`config.mk`:
```
export PLATFORM = sky130hd
export DESIGN_NAME = prog_count_n
export DESIGN_NICKNAME = d
export VERILOG_FILES = /design/src/rtl/prog_count_pkg.sv /design/src/rtl/count_step_n.sv /design/src/rtl/prog_count_n.sv
export SDC_FILE = /design/constraint.sdc
export NUM_CORES = 1
export LEC_CHECK = 0
export CAP_MARGIN = 25
export CELL_PAD_IN_SITES_DETAIL_PLACEMENT = 0
export CELL_PAD_IN_SITES_GLOBAL_PLACEMENT = 1
export CORE_ASPECT_RATIO = 1.75
export CORE_MARGIN = 3
export CORE_UTILIZATION = 40
export CTS_CLUSTER_DIAMETER = 150
export DETAILED_ROUTE_END_ITERATION = 6
export PLACE_DENSITY_LB_ADDON = 0.3
export SYNTH_ARGS = -nofsm -noshare
export SYNTH_HDL_FRONTEND = slang
export SYNTH_SLANG_ARGS = --single-unit
```
`constraint.sdc`:
```
create_clock -name CLK -period 5.9 [get_ports CLK]
set_clock_uncertainty 0.15 [all_clocks]
set_input_delay 1.18 -clock CLK [delete_from_list [all_inputs] [get_ports CLK]]
set_output_delay 1.18 -clock CLK [all_outputs]
set_load 0.03 [all_outputs]
```
`src/rtl/prog_count_pkg.sv`:
```
// prog_count_pkg
// Shared types and defaults for the programmable counter slice.
//   state_t       : controller state (IDLE, RUN, PAUSE, DONE)
//   StateWidth    : bit width of state_t
//   DefaultWidth  : default counter/target width
//   DefaultLimit  : default hard ceiling on the latched target
package prog_count_pkg;

  localparam int StateWidth   = 2;
  localparam int DefaultWidth = 7;
  localparam int DefaultLimit = 99;

  typedef enum logic [StateWidth-1:0] {
    IDLE  = 2'd0,
    RUN   = 2'd1,
    PAUSE = 2'd2,
    DONE  = 2'd3
  } state_t;

endpackage

```
`src/rtl/count_step_n.sv`:
```
// count_step_n
// Bare WIDTH-bit count register. It has no knowledge of targets or modes;
// the controller decides when to clear, load or step it.
//   clk_i      : clock, rising edge
//   clear_i    : synchronous clear to zero (highest priority)
//   load_i     : load load_val_i (beats en_i)
//   load_val_i : value to load
//   en_i       : step by one this edge
//   dir_i      : step direction, 0 = up, 1 = down
//   count_o    : registered count
module count_step_n #(
  parameter int WIDTH = 7
) (
  input  logic             clk_i,
  input  logic             clear_i,
  input  logic             load_i,
  input  logic [WIDTH-1:0] load_val_i,
  input  logic             en_i,
  input  logic             dir_i,
  output logic [WIDTH-1:0] count_o
);

  localparam logic [WIDTH-1:0] StepOne = WIDTH'(1);

  logic [WIDTH-1:0] count_q;

  // Clear beats load beats step, so the controller can fire several
  // controls at once and still get the intended result.
  always_ff @(posedge clk_i) begin
    if (clear_i) begin
      count_q <= '0;
    end else if (load_i) begin
      count_q <= load_val_i;
    end else if (en_i) begin
      count_q <= dir_i ? (count_q - StepOne) : (count_q + StepOne);
    end
  end

  assign count_o = count_q;

endmodule

```
`src/rtl/prog_count_n.sv`:
```
// prog_count_n
// Programmable terminal-count / periodic-tick counter. A start pulse latches
// a clamped target and mode, the counter advances once per cycle (unless
// held) and a registered one-cycle done pulse marks each terminal hit.
// Optional feature macro: PROG_COUNT_DOWN_EN adds the dir input (count down
// from target to zero when latched high).
//   CLK       : clock, rising edge
//   reset     : synchronous active-high reset, overrides everything
//   start     : latch target/mode and (re)start
//   hold      : freeze the count while running
//   wrap      : 0 = one-shot, 1 = free-running (latched at start)
//   max_count : requested terminal value (sampled at start)
//   dir       : (PROG_COUNT_DOWN_EN only) 1 = count down (latched at start)
//   count_out : current count
//   busy      : high in RUN or PAUSE
//   paused    : high in PAUSE
//   done      : one-cycle pulse when the count becomes terminal
module prog_count_n
  import prog_count_pkg::*;
#(
  parameter int WIDTH = DefaultWidth,
  parameter int LIMIT = DefaultLimit
) (
  input  logic             CLK,
  input  logic             reset,
  input  logic             start,
  input  logic             hold,
  input  logic             wrap,
  input  logic [WIDTH-1:0] max_count,
`ifdef PROG_COUNT_DOWN_EN
  input  logic             dir,
`endif
  output logic [WIDTH-1:0] count_out,
  output logic             busy,
  output logic             paused,
  output logic             done
);

  localparam logic [WIDTH-1:0] LimitVal = WIDTH'(LIMIT);
  localparam logic [WIDTH-1:0] StepOne  = WIDTH'(1);

  state_t           state_q;
  logic [WIDTH-1:0] target_q;
  logic             wrap_q;
  logic             dir_q;
  logic             busy_q;
  logic             paused_q;
  logic             done_q;

  logic             dirIn;
  logic [WIDTH-1:0] clampedTarget;
  logic [WIDTH-1:0] startVal;
  logic [WIDTH-1:0] termVal;
  logic [WIDTH-1:0] reloadVal;
  logic [WIDTH-1:0] nextCount_d;
  logic             advance;
  logic             reload;
  logic             hit;
  logic             stepLoad;
  logic [WIDTH-1:0] stepLoadVal;
  logic             stepEn;

`ifdef PROG_COUNT_DOWN_EN
  assign dirIn = dir;
`else
  assign dirIn = 1'b0;
`endif

  assign clampedTarget = (max_count > LimitVal) ? LimitVal : max_count;
  assign startVal      = dirIn ? clampedTarget : '0;

  // The run ends on zero when counting down and on the target when counting
  // up; a wrap restarts from the opposite end.
  assign termVal   = dir_q ? '0 : target_q;
  assign reloadVal = dir_q ? target_q : '0;

  // In wrap mode the terminal value is held for one cycle, so the edge after
  // a hit reloads instead of stepping. With target 0 this reload keeps the
  // count at 0 and produces a hit every cycle.
  always_comb begin
    advance     = ((state_q == RUN) || (state_q == PAUSE)) && !hold;
    reload      = wrap_q && (count_out == termVal);
    nextCount_d = reload ? reloadVal
                         : (dir_q ? (count_out - StepOne) : (count_out + StepOne));
    hit         = advance && (nextCount_d == termVal);
  end

  assign stepLoad    = start || (advance && reload);
  assign stepLoadVal = start ? startVal : reloadVal;
  assign stepEn      = advance && !reload;

  count_step_n #(
    .WIDTH (WIDTH)
  ) u_step (
    .clk_i      (CLK),
    .clear_i    (reset),
    .load_i     (stepLoad),
    .load_val_i (stepLoadVal),
    .en_i       (stepEn),
    .dir_i      (dir_q),
    .count_o    (count_out)
  );

  // Controller and registered status outputs. Start wins over hold, so a
  // start with hold high enters RUN and only pauses on the following edge.
  always_ff @(posedge CLK) begin
    if (reset) begin
      state_q  <= IDLE;
      target_q <= '0;
      wrap_q   <= 1'b0;
      dir_q    <= 1'b0;
      busy_q   <= 1'b0;
      paused_q <= 1'b0;
      done_q   <= 1'b0;
    end else if (start) begin
      target_q <= clampedTarget;
      wrap_q   <= wrap;
      dir_q    <= dirIn;
      paused_q <= 1'b0;
      if ((clampedTarget == '0) && !wrap) begin
        state_q <= DONE;
        busy_q  <= 1'b0;
        done_q  <= 1'b1;
      end else begin
        state_q <= RUN;
        busy_q  <= 1'b1;
        done_q  <= 1'b0;
      end
    end else begin
      done_q <= 1'b0;
      case (state_q)
        RUN, PAUSE: begin
          if (hold) begin
            state_q  <= PAUSE;
            paused_q <= 1'b1;
          end else begin
            paused_q <= 1'b0;
            done_q   <= hit;
            if (hit && !wrap_q) begin
              state_q <= DONE;
              busy_q  <= 1'b0;
            end else begin
              state_q <= RUN;
            end
          end
        end
        default: begin
        end
      endcase
    end
  end

  assign busy   = busy_q;
  assign paused = paused_q;
  assign done   = done_q;

endmodule

```
# Yosys cells after proc, flatten, opt, wreduce, memory -nomap -nowiden

Cells that the tools add are included.

$add $sub $neg: 1
Magnitude comparators: 1
Equality and inequality tests: 5
Muxes and demuxes: 19
Reduce and logical (&&, ||, !) cells: 20

Operator list:

| operator              | count |
|---|---|
| $mux W7               | 4 |
| $eq A7 B7 Y1          | 2 |
| $mux W1               | 10 |
| $mux W2               | 5 |
| $add A7 B1 Y7 const B | 1 |
| $gt A7 B7 Y1 const B  | 1 |
| $logic_and A1 B1 Y1   | 7 |
| $logic_not A7 Y1      | 1 |
| $reduce_bool A2 Y1    | 3 |
| $logic_not A1 Y1      | 4 |
| $reduce_or A2 Y1      | 2 |
| $reduce_and A3 Y1     | 1 |
| $eq A2 B1 Y1 const B  | 1 |
| $eq A2 B2 Y1 const B  | 1 |
| $logic_or A1 B1 Y1    | 2 |
| $ne A2 B2 Y1 const B  | 1 |

Bits in registers: 20
Bits of input ports: 12
Output and inout port bits: 10

# Depth between registers and ports, before layout

Gate-level depths: netlist of the first run.

Depth in word-level cells: 10
Gate-level depth with buffers: 8
Gate-level depth less buffers: 8

# Hierarchy

From an unflattened synthesis of the first run, not the netlist that was laid out.

Cells, all modules: 182
Area, all modules: 1536.5 µm²

Modules (own cells, without submodules):

| module       | times used | cells each | area an instance (µm²) | seq. area each (µm²) |
|---|---|---|---|---|
| prog_count_n | 1          | 119        | 969.7                  | 260.2 |
| count_step_n | 1          | 63         | 566.8                  | 140.1 |

# Worst setup path before layout of the first run

OpenSTA, ideal clock, no wires.

Kind: reg-to-reg
Start: register u_step.count_q[0], in the netlist u_step.count_o[0]
End: register busy_q, in the netlist busy
Setup time: 0.128 ns
Data arrival time: 2.084 ns
Data required time: 5.622 ns
Slack: 3.538 ns
Stages on the path, launching flop included: 9
Clock period less this slack: 2.362 ns
Cell sequence: dfxtp_1 -> buf_2 -> xor2_1 -> nor4_2 -> and4_4 -> nor2_1 -> o32a_1 -> nor4_4 -> a21oi_1

Word-level cells in the longest chain between the ends: 8

Ends and longest elaborated chain:

| what                                                                  | line                | text |
|---|---|---|
| start, declared                                                       | count_step_n.sv:25  | `logic [WIDTH-1:0] count_q;` |
| start signal, assigned                                                | count_step_n.sv:33  | `count_q <= load_val_i;` |
| start signal, assigned                                                | count_step_n.sv:35  | `count_q <= dir_i ? (count_q - StepOne) : (count_q + StepOne);` |
| parallel branches: the longest is 2 deep, another holds $add A7 B1 Y7 | --                  |  |
| $mux W7 *                                                             | prog_count_n.sv:83  | `nextCount_d = reload ? reloadVal` |
| $eq A7 B7 Y1 *                                                        | prog_count_n.sv:85  | `hit = advance && (nextCount_d == termVal);` |
| $logic_and A1 B1 Y1 *                                                 | prog_count_n.sv:85  |  |
| $logic_and A1 B1 Y1 *                                                 | prog_count_n.sv:139 | `if (hit && !wrap_q) begin` |
| $reduce_bool A2 Y1 (no source line) *                                 | --                  |  |
| $reduce_and A3 Y1 (no source line) *                                  | --                  |  |
| end signal, assigned                                                  | prog_count_n.sv:112 | `busy_q <= 1'b0;` |
| end signal, assigned                                                  | prog_count_n.sv:122 | `busy_q <= 1'b0;` |
| end signal, assigned                                                  | prog_count_n.sv:141 | `busy_q <= 1'b0;` |
| end, declared                                                         | prog_count_n.sv:46  | `logic busy_q;` |

Every way passes the cells marked *.
A chain may end at the register's enable or synchronous reset.

# Final worst setup path of the first run

Start: input port start
End: register u_step.count_q[3], in the netlist u_step.count_o[3]

Word-level cells in the longest chain between the ends: 2

Ends and longest elaborated chain:

| what                                                 | line               | text |
|---|---|---|
| start, declared                                      | prog_count_n.sv:26 | `input logic start,` |
| $logic_or A1 B1 Y1 *                                 | prog_count_n.sv:88 | `assign stepLoad = start \|\| (advance && reload);` |
| $mux W7 / $reduce_bool A2 Y1 (equally long branches) | --                 |  |

Every way passes the cells marked *; elsewhere a longest branch is shown, timed or not.

==> flow_metrics.tcl, run 1 <==
set metrics [dict create \
    grt.total_usage_pct 16.2 \
    worst_slack_ns 2.96 \
    grt_max_degree 21 \
    netlist-cell-type-count 39 \
    cts_tree "built" \
    grt_antenna_before_repair 0 \
    critical_path_arrival_ns 2.97 \
    gr-usage-met2_pct 26.4 \
    synth_async_sr_flop_share_pct 0 \
    grt_pass1_vias 968 \
    finalNetCount 174 \
    fin_hold_ws_ns 0.324 \
    ant_nets 0 \
    row_count 25 \
    cts.sink_count 20 \
    period_needed_ns 2.94 \
    synth-edff-count 0 \
    synth_most_common_cell "sky130_fd_sc_hd__dfxtp_1" \
    drt_wl_total_um 2690 \
    synth_nets 154 \
    postCtsResizedCells 0 \
    dp_hpwl_um 2090 \
    dr.first_iter.drc_count 28 \
    place.gp.congestion 0.804 \
    tightest_slew_ns 0.686 \
    power.share.clock_pct 41.0 \
    clockBufferDepth 2 \
    diodes 0 \
    fillerInstances 273 \
    maxSlewViolCount 0 \
    vdd_ir_drop_max_mv 0.144 \
    fmax_mhz 340 \
    setup_violations 0 \
    post-cts-setup-buffers 0 \
    route.detailed.drc 0 \
    critPathLaunchType "input pin" \
    die_area_um2 3610 \
    core_area_um2 2750 \
    dr_total_vias 1069 \
    pwr_density_cell_nw_per_um2 230 \
    crit_path_max_fanout 20 \
    postSynthAreaPerCell_um2 8.23 \
    io_buffer_count 21 \
    wl_per_cell_um 14.4 \
    leading_area_contributor_after_synthesis "sky130_fd_sc_hd__dfxtp_1" \
    clkSlewWorstSetupHoldPaths_ns 0.08 \
    synth.area.top_cells "sky130_fd_sc_hd__dfxtp_1 (34%), sky130_fd_sc_hd__xor2_1 (7.5%), sky130_fd_sc_hd__nor2_1 (6.1%), sky130_fd_sc_hd__mux2i_1 (4.3%), sky130_fd_sc_hd__xnor2_1 (3.8%)" \
    met1_usage_pct 20.8 \
    sw_frac_of_total_pct 23.6 \
    cell_internal_pwr_uw 255 \
    cts_inserted_buffers 3 \
    detailedPlace.worstSlack_ns 2.72 \
    cts_max_level 1 \
    seq_power_share_pct 44.4 \
    area_added_between_synthesis_and_finish_pct 25.0 \
    ios 22 \
    timing.hold.worst.class "reg -> reg" \
    globalRoute.busiestLayer "met2" \
    max-slew-margin-rel_pct 54.1 \
    post-synth-top-area-fraction_pct 34.5 \
    synth_ff_type "sky130_fd_sc_hd__dfxtp_1" \
    ctsRootBufferMaster "sky130_fd_sc_hd__clkbuf_8" \
    status "finished clean" \
    final.setup.tns_ns 0 \
    die_x_um 46.7 \
    p_leak_uw 0.000590 \
    synth_sequential_area_ratio_pct 34.5 \
    cp.required_ns 5.93 \
    worst_skew_pair.late_latency_ns 0.26 \
    syn_inst 141 \
    die_h_um 77.3 \
    report.final.hold_viol_count 0 \
    final_layout_size_suffix_gt1_share_pct 6.25 \
    net-switching-power_uw 78.6 \
    ys_ff_latch 20 \
    setup.worst_path.class "in -> reg" \
    gr-usage-met3_pct 2.35 \
    combinationalPowerShare_pct 14.6 \
    starting_density_of_the_core_pct 42.2 \
    fin_crit_sh_pct 49.9 \
    rsz0062_at_grt "false" \
    drv_cap 0 \
    synth.yosys.warnings 0 \
    post_synth_most_frequent_cells "sky130_fd_sc_hd__dfxtp_1 (20), sky130_fd_sc_hd__nor2_1 (19), sky130_fd_sc_hd__xor2_1 (10)" \
    postCtsHoldBufs 0 \
    global_route_wire_length_before_repair_um 4460 \
    detailedRoute.firstPassIterationCount 4 \
    timing.critical_path.to_type "flip-flop" \
    avgViaCountPerCell 5.72 \
    synth_area_um2 1160 \
    grt_overflow 0 \
]
-- cell families (layout without fill, tap and decap cells) --
| group | Yosys count | after routing | synth area share, % |
|---|---|---|---|
| AOI/OAI and AO/OA | 30 | 30 | 17.0 |
| xor gates and xnor gates | 15 | 15 | 11.3 |
| adders and majority gates | 2 | 2 | 1.94 |
| buffers and inverters | 10 | 29 | 3.45 |
| DFF | 20 | 20 | 34.5 |
| muxes | 5 | 5 | 4.31 |
| and+or+nand+nor | 59 | 59 | 27.5 |
-- critical path, stage by stage --
cell	delay, ns
sky130_fd_sc_hd__clkdlybuf4s50_1	0.76
sky130_fd_sc_hd__nor2_1	0.39
sky130_fd_sc_hd__nand3_1	0.27
sky130_fd_sc_hd__o21ai_0	0.21
sky130_fd_sc_hd__nand2_1	0.08
sky130_fd_sc_hd__o31ai_1	0.07
-- cell type report --
| cell class | count | area, µm² | area share, % |
|---|---|---|---|
| multi-input combinational | 111 | 721 | 49.7 |
| sequential | 20 | 400 | 27.6 |
| timing repair buffer | 21 | 210 | 14.5 |
| clock buffer | 3 | 41.3 | 2.84 |
| tap | 27 | 33.8 | 2.33 |
| clock inverter | 1 | 30.0 | 2.07 |
| inverter | 4 | 15.0 | 1.03 |
-- per-layer routing --
layer / vias up / share of wire [%] / routed length (µm)
li1: 539 / - / -
met3: 4 / 4.8 / 128
met4: 0 / 1.3 / 34
met5: - / 0 / 0
met2: 33 / 53 / 1430
met1: 493 / 41 / 1100
-- registers in the layout, summed over array words and instances (netlist names) --
register,cells
wrap_q,1
paused,1
busy,1
state_q,2
u_step.count_o,7
target_q,7
done,1
-- worst paths after layout --
path              cells past startpoint              start  slack (ns)           endpoint
setup / recovery                      6              start        2.96  u_step.count_o[3]
hold / removal                        2             paused        0.32             paused
setup reg to reg                      8  u_step.count_o[0]        3.44               busy
hold reg to reg                       2             paused        0.32             paused
-- metrics by stage --
| stage | area, µm² | std cells | utilization (%) | total power [µW] |
|---|---|---|---|---|
| 2_1_floorplan | 1160 | 141 | - | 182 |
| 3_3_place_gp | 1380 | 183 | 50.1 | 199 |
| 3_5_place_dp | 1380 | 183 | 50.1 | 200 |
| 4_1_cts | 1450 | 187 | 52.7 | 336 |
| 5_1_grt | 1450 | 187 | 52.7 | 347 |
| 6_report | 1450 | 187 | 52.7 | 334 |
-- power by group through the flow --
| stage | logic (µW) | registers, µW | clock network (µW) |
|---|---|---|---|
| after floorplan | 30.0 | 152 | 0 |
| after global placement | 47.8 | 151 | 0 |
| after detailed placement | 48.7 | 151 | 0 |
| after CTS | 49.0 | 148 | 139 |
| after global routing | 54.1 | 149 | 144 |
| final | 48.7 | 148 | 137 |
-- cell usage in the layout (no fill, tap or decap), types with 2 or more instances in the layout --
master,netlist,routed
sky130_fd_sc_hd__o221a_2,2,2
sky130_fd_sc_hd__nor3_1,4,4
sky130_fd_sc_hd__nand2_1,9,9
sky130_fd_sc_hd__a31oi_1,2,2
sky130_fd_sc_hd__xor2_1,10,10
sky130_fd_sc_hd__dfxtp_1,20,20
sky130_fd_sc_hd__and2_1,2,2
sky130_fd_sc_hd__nand2b_1,5,5
sky130_fd_sc_hd__nand4_1,2,2
sky130_fd_sc_hd__a21oi_1,5,5
sky130_fd_sc_hd__clkbuf_8,0,3
sky130_fd_sc_hd__o21ai_1,2,2
sky130_fd_sc_hd__xnor2_1,5,5
sky130_fd_sc_hd__o31ai_1,3,3
sky130_fd_sc_hd__clkdlybuf4s50_1,0,21
sky130_fd_sc_hd__o21ai_0,7,7
sky130_fd_sc_hd__and3_1,3,3
sky130_fd_sc_hd__a22oi_1,2,2
sky130_fd_sc_hd__inv_1,4,4
sky130_fd_sc_hd__nor2_1,19,19
sky130_fd_sc_hd__mux2i_1,5,5
sky130_fd_sc_hd__o21a_1,2,2
sky130_fd_sc_hd__nand3_1,7,7
(Power assumes the default switching activity.)
==> run 2: changes to the inputs <==
Settings changed: CORE_UTILIZATION 40 to 37.
Clock period 5.9 ns to 2.71 ns, I/O delays scaled along.
==> run 2 against run 1 <==
Net effect:
- global-route usage rose by 0.079 points
- die area up 7.3%
- register-to-register slack worse by 3.1 ns
- sequential power up 120%
- design area is 0.78% higher
- routed wire length is 6.3% higher
- combinational power grew 130%
- power up 87%
- worst hold slack better by 0.0078 ns
- sequential share of layout area down 0.21 points
- largest power group unchanged
- highest routed layer unchanged
==> flow_metrics.tcl, run 2 (same netlist as run 1, synthesis figures left out) <==
set metrics [dict create \
    cts.sink_count 20 \
    pwr_density_cell_nw_per_um2 426 \
    worst_skew_pair.late_latency_ns 0.25 \
    grt.total_usage_pct 16.3 \
    avgViaCountPerCell 5.40 \
    die_x_um 48.3 \
    wl_per_cell_um 14.0 \
    p_leak_uw 0.000591 \
    global_route_wire_length_before_repair_um 4930 \
    route.detailed.drc 0 \
    report.final.hold_viol_count 0 \
    power_uw 624 \
    dr.first_iter.drc_count 29 \
    cts_tree "built" \
    row_count 26 \
    finalNetCount 177 \
    area_added_between_synthesis_and_finish_pct 26.0 \
    cts_max_level 1 \
    post-cts-setup-buffers 0 \
    maxSlewViolCount 0 \
    die_area_um2 3870 \
    slowest_delay_ns 0.53 \
    grt_max_degree 13 \
    core_area_um2 2960 \
    dr_total_vias 1101 \
    tightest_slew_ns 0.345 \
    final_layout_size_suffix_gt1_share_pct 7.41 \
    grt_pass1_vias 1082 \
    die_h_um 80.1 \
    fmax_mhz 417 \
    rsz0062_at_grt "false" \
    grt_overflow 0 \
    crit_path_max_fanout 10 \
    layout.cells.most_common "sky130_fd_sc_hd__clkdlybuf4s50_1" \
    max-slew-margin-rel_pct 76.9 \
    fillerInstances 291 \
    timing.critical_path.cells "xor2_1 -> nor4_2 -> and4_4 -> nor2_1 -> o32a_1 -> nor4_4 -> a21oi_1" \
    detailedPlace.worstSlack_ns 0.313 \
    grt_antenna_before_repair 0 \
    final.setup.tns_ns 0 \
    place.gp.congestion 0.810 \
    cp.required_ns 2.69 \
    period_needed_ns 2.40 \
    drt_wl_total_um 2860 \
    starting_density_of_the_core_pct 39.2 \
    critPathLaunchType "flip-flop" \
    post-place-cells 201 \
    multi_input_area_um2 721 \
    vdd_ir_drop_max_mv 0.244 \
    status "finished clean" \
    setup.worst_path.class "reg -> reg" \
    finalCoreUtilization_pct 49.4 \
    diodes 0 \
    detailedRoute.firstPassIterationCount 4 \
    io_buffer_count 21 \
    ios 22 \
    clkSlewWorstSetupHoldPaths_ns 0.07 \
    sequential_cell_area_um2 400 \
    clockBufferDepth 2 \
    ctsRootBufferMaster "sky130_fd_sc_hd__clkbuf_8" \
    commonest_non_fill_non_tap_cells_in_the_layout "sky130_fd_sc_hd__clkdlybuf4s50_1 (21), sky130_fd_sc_hd__dfxtp_1 (20), sky130_fd_sc_hd__nor2_1 (19)" \
    dp_hpwl_um 2310 \
    drv_cap 0 \
    postCtsHoldBufs 0 \
    cpMaxStageDelayCell "sky130_fd_sc_hd__dfxtp_1" \
    timing.hold.worst.class "reg -> reg" \
    stdcell_count 204 \
    postCtsResizedCells 0 \
    ant_nets 0 \
    timing.critical_path.to_type "flip-flop" \
    fin_crit_sh_pct 88.6 \
    setup_violations 0 \
    critical_path_arrival_ns 2.38 \
    worst_slack_ns 0.309 \
    cts_inserted_buffers 3 \
]
run 2: cell types whose count changed in the layout (fill, tap and decap cells not counted):
cell	previous run	this run
sky130_fd_sc_hd__buf_4	0	3
sky130_fd_sc_hd__bufinv_16	1	0
run 2: layout make-up:
type	count	area share [%]
multi-input cells	111	49.3
inverters	4	1.03
clock buffers	3	2.82
repair buffers	24	15.9
flip-flops and latches	20	27.4
well taps	42	3.59
run 2: critical path, delay by kind of cell (launching register included):
kind                      cells  cell delay [ns]
AOI/OAI and AO/OA             2             0.43
xor gates and xnor gates      1             0.13
and+or+nand+nor               4             1.03
DFF                           1             0.53
run 2: path summary, 6_finish.rpt:
path,endpoint,cells after the start,startpoint,slack (ns)
max reg2reg,busy,7,u_step.count_o[0],0.31
min reg2reg,paused,2,paused,0.33
min,paused,2,paused,0.33
max,busy,7,u_step.count_o[0],0.31
run 2: layer usage:
metal  wire length [µm]  part of all wire (%)  vias up  global-route usage (%)
met3                126                   4.4        2                    2.23
met4                 22                  0.77        0                    7.12
met1               1070                    37      519                    15.9
met5                  0                     0        -                       0
li1                   -                     -      548                       -
met2               1640                    57       32                    33.1
run 2: per-stage QoR:
stage | hold WS (ns) | area (µm²)
global placement | 0.307 | 1420
finish | 0.332 | 1460
detailed placement | 0.323 | 1420
floorplan | 0.333 | 1160
CTS | 0.340 | 1460
global route | 0.391 | 1460
run 2: where the power goes:
part	internal, µW	total [µW]	switching (µW)
combinational	54.2	110	56.0
clock	98.8	191	92.2
sequential	306	322	15.9
total	460	624	164
==> run 3: changes to the inputs <==
Settings changed: GPL_TIMING_DRIVEN set to 0.
==> run 3 against run 2 <==
Net effect:
- worst hold slack better by 0.0074 ns
- design area up 1.1%
- routed wire length down 2.4%
- non-clock buffer count up 3
- critical path depth unchanged
- die area unchanged
- clock-buffer cell count up 1
- maximum frequency down 0.66%
- final cell count up 2.0%
- clock power up 22%
- combinational power about the same
- highest routed layer unchanged
==> flow_metrics.tcl, run 3 (same netlist as run 1, synthesis figures left out) <==
set metrics [dict create \
    tightest_slew_ns 0.512 \
    maxSlewViolCount 0 \
    grt_antenna_before_repair 0 \
    vdd_ir_drop_max_mv 0.309 \
    cell_internal_pwr_uw 489 \
    avgViaCountPerCell 5.07 \
    period_needed_ns 2.42 \
    finalNetCount 180 \
    cts_max_level 1 \
    route.detailed.drc 0 \
    cts.sink_count 20 \
    m1WireLength_um 1100 \
    timing.hold.worst.class "reg -> reg" \
    drv_cap 0 \
    postCtsResizedCells 0 \
    die_x_um 48.3 \
    report.final.hold_viol_count 0 \
    row_count 26 \
    status "finished clean" \
    die_h_um 80.1 \
    final_layout_size_suffix_gt1_share_pct 7.23 \
    grt.total_usage_pct 15.1 \
    commonest_non_fill_non_tap_cells_in_the_layout "sky130_fd_sc_hd__clkdlybuf4s50_1 (21), sky130_fd_sc_hd__dfxtp_1 (20), sky130_fd_sc_hd__nor2_1 (19)" \
    setup.worst_path.class "reg -> reg" \
    cp.required_ns 2.70 \
    cpMaxStageDelayCell "sky130_fd_sc_hd__dfxtp_1" \
    detailedRoute.firstPassIterationCount 4 \
    critPathLaunchType "flip-flop" \
    wl_per_cell_um 13.4 \
    pwr_density_cell_nw_per_um2 449 \
    net-switching-power_uw 176 \
    grt_max_degree 12 \
    met3_routed_wirelength_um 82 \
    power.share.clock_pct 35.0 \
    place.gp.congestion 0.819 \
    fillerInstances 300 \
    final.setup.tns_ns 0 \
    cts_inserted_buffers 3 \
    sw_frac_of_total_pct 26.4 \
    drt_wl_total_um 2790 \
    layout.cells.most_common "sky130_fd_sc_hd__clkdlybuf4s50_1" \
    die_area_um2 3870 \
    global_route_wire_length_before_repair_um 4520 \
    core_area_um2 2960 \
    starting_density_of_the_core_pct 39.2 \
    fmax_mhz 414 \
    met2RoutedLength_um 1560 \
    rsz0062_at_grt "false" \
    worst_skew_pair.late_latency_ns 0.26 \
    ctsRootBufferMaster "sky130_fd_sc_hd__clkbuf_8" \
    finalCoreUtilization_pct 50.0 \
    area_added_between_synthesis_and_finish_pct 27.4 \
    combinationalPowerShare_pct 16.7 \
    seq_power_share_pct 48.2 \
    critical_path_arrival_ns 2.40 \
    slowest_delay_ns 0.46 \
    dr.first_iter.drc_count 20 \
    dp_hpwl_um 2270 \
    grt_overflow 0 \
    timing.critical_path.to_type "flip-flop" \
    ios 22 \
    setup_violations 0 \
    io_buffer_count 21 \
    dr_total_vias 1054 \
    p_leak_uw 0.000599 \
    cts_tree "built" \
    clockBufferDepth 2 \
    max-slew-margin-rel_pct 65.9 \
    clkSlewWorstSetupHoldPaths_ns 0.08 \
    crit_path_max_fanout 6 \
    grt_pass1_vias 1025 \
    top_layer_used "met4" \
    post-cts-setup-buffers 0 \
    ant_nets 0 \
    diodes 0 \
    postCtsHoldBufs 0 \
    fin_crit_sh_pct 89.2 \
    timing.critical_path.cells "xor2_1 -> nor4_2 -> and4_4 -> nor2_1 -> o32a_1 -> nor4_4 -> a21oi_1" \
]
run 3: changes by cell type in the layout (fill, tap and decap cells not counted), sizes merged:
cell / delta
clkbuf: +4
run 3: power groups by stage:
stage	Combinational (µW)	Sequential, µW	Clock, µW
after detailed placement	112	327	0
after CTS	113	320	235
after global routing	122	322	250
after global placement	111	327	0
after floorplan	65.4	331	0
final	111	321	233
run 3: area by class of cell:
class	count	area [µm²]	area share, %
Clock buffer	4	55.1	3.72
Buffer	6	25.0	1.69
Multi-Input combinational cell	111	721	48.7
Sequential cell	20	400	27.1
Inverter	4	15.0	1.02
Timing Repair Buffer	21	210	14.2
Tap cell	42	52.6	3.55
run 3: per-stage QoR:
| stage | setup WS [ns] | std cells | instance area, µm² | hold slack (ns) | power (µW) |
|---|---|---|---|---|---|
| after detailed placement | 0.254 | 204 | 1420 | 0.330 | 439 |
| after global routing | 0.144 | 208 | 1480 | 0.358 | 694 |
| after CTS | 0.261 | 208 | 1480 | 0.347 | 669 |
| final | 0.293 | 208 | 1480 | 0.339 | 665 |
| after floorplan | 0.348 | 141 | 1160 | 0.333 | 396 |
| after global placement | 0.281 | 204 | 1420 | 0.303 | 437 |
run 3: worst max-delay path: cells and delay by family (launching register included):
family,cells,cell delay [ns]
compound gates,2,0.43
xor+xnor,1,0.17
flops,1,0.46
simple gates,4,1.08
run 3: final timing paths:
check | start | endpoint | slack (ns) | depth (start not counted)
max | u_step.count_o[4] | busy | 0.29 | 7
max reg2reg | u_step.count_o[4] | busy | 0.29 | 7
min reg2reg | paused | paused | 0.34 | 2
min | paused | paused | 0.34 | 2
run 3: metal layers:
| layer | GRT usage [%] | vias to the layer above |
|---|---|---|
| li1 | - | 548 |
| met1 | 14.7 | 479 |
| met2 | 30.9 | 22 |
| met3 | 1.86 | 5 |
| met4 | 6.84 | 0 |
| met5 | 0 | - |
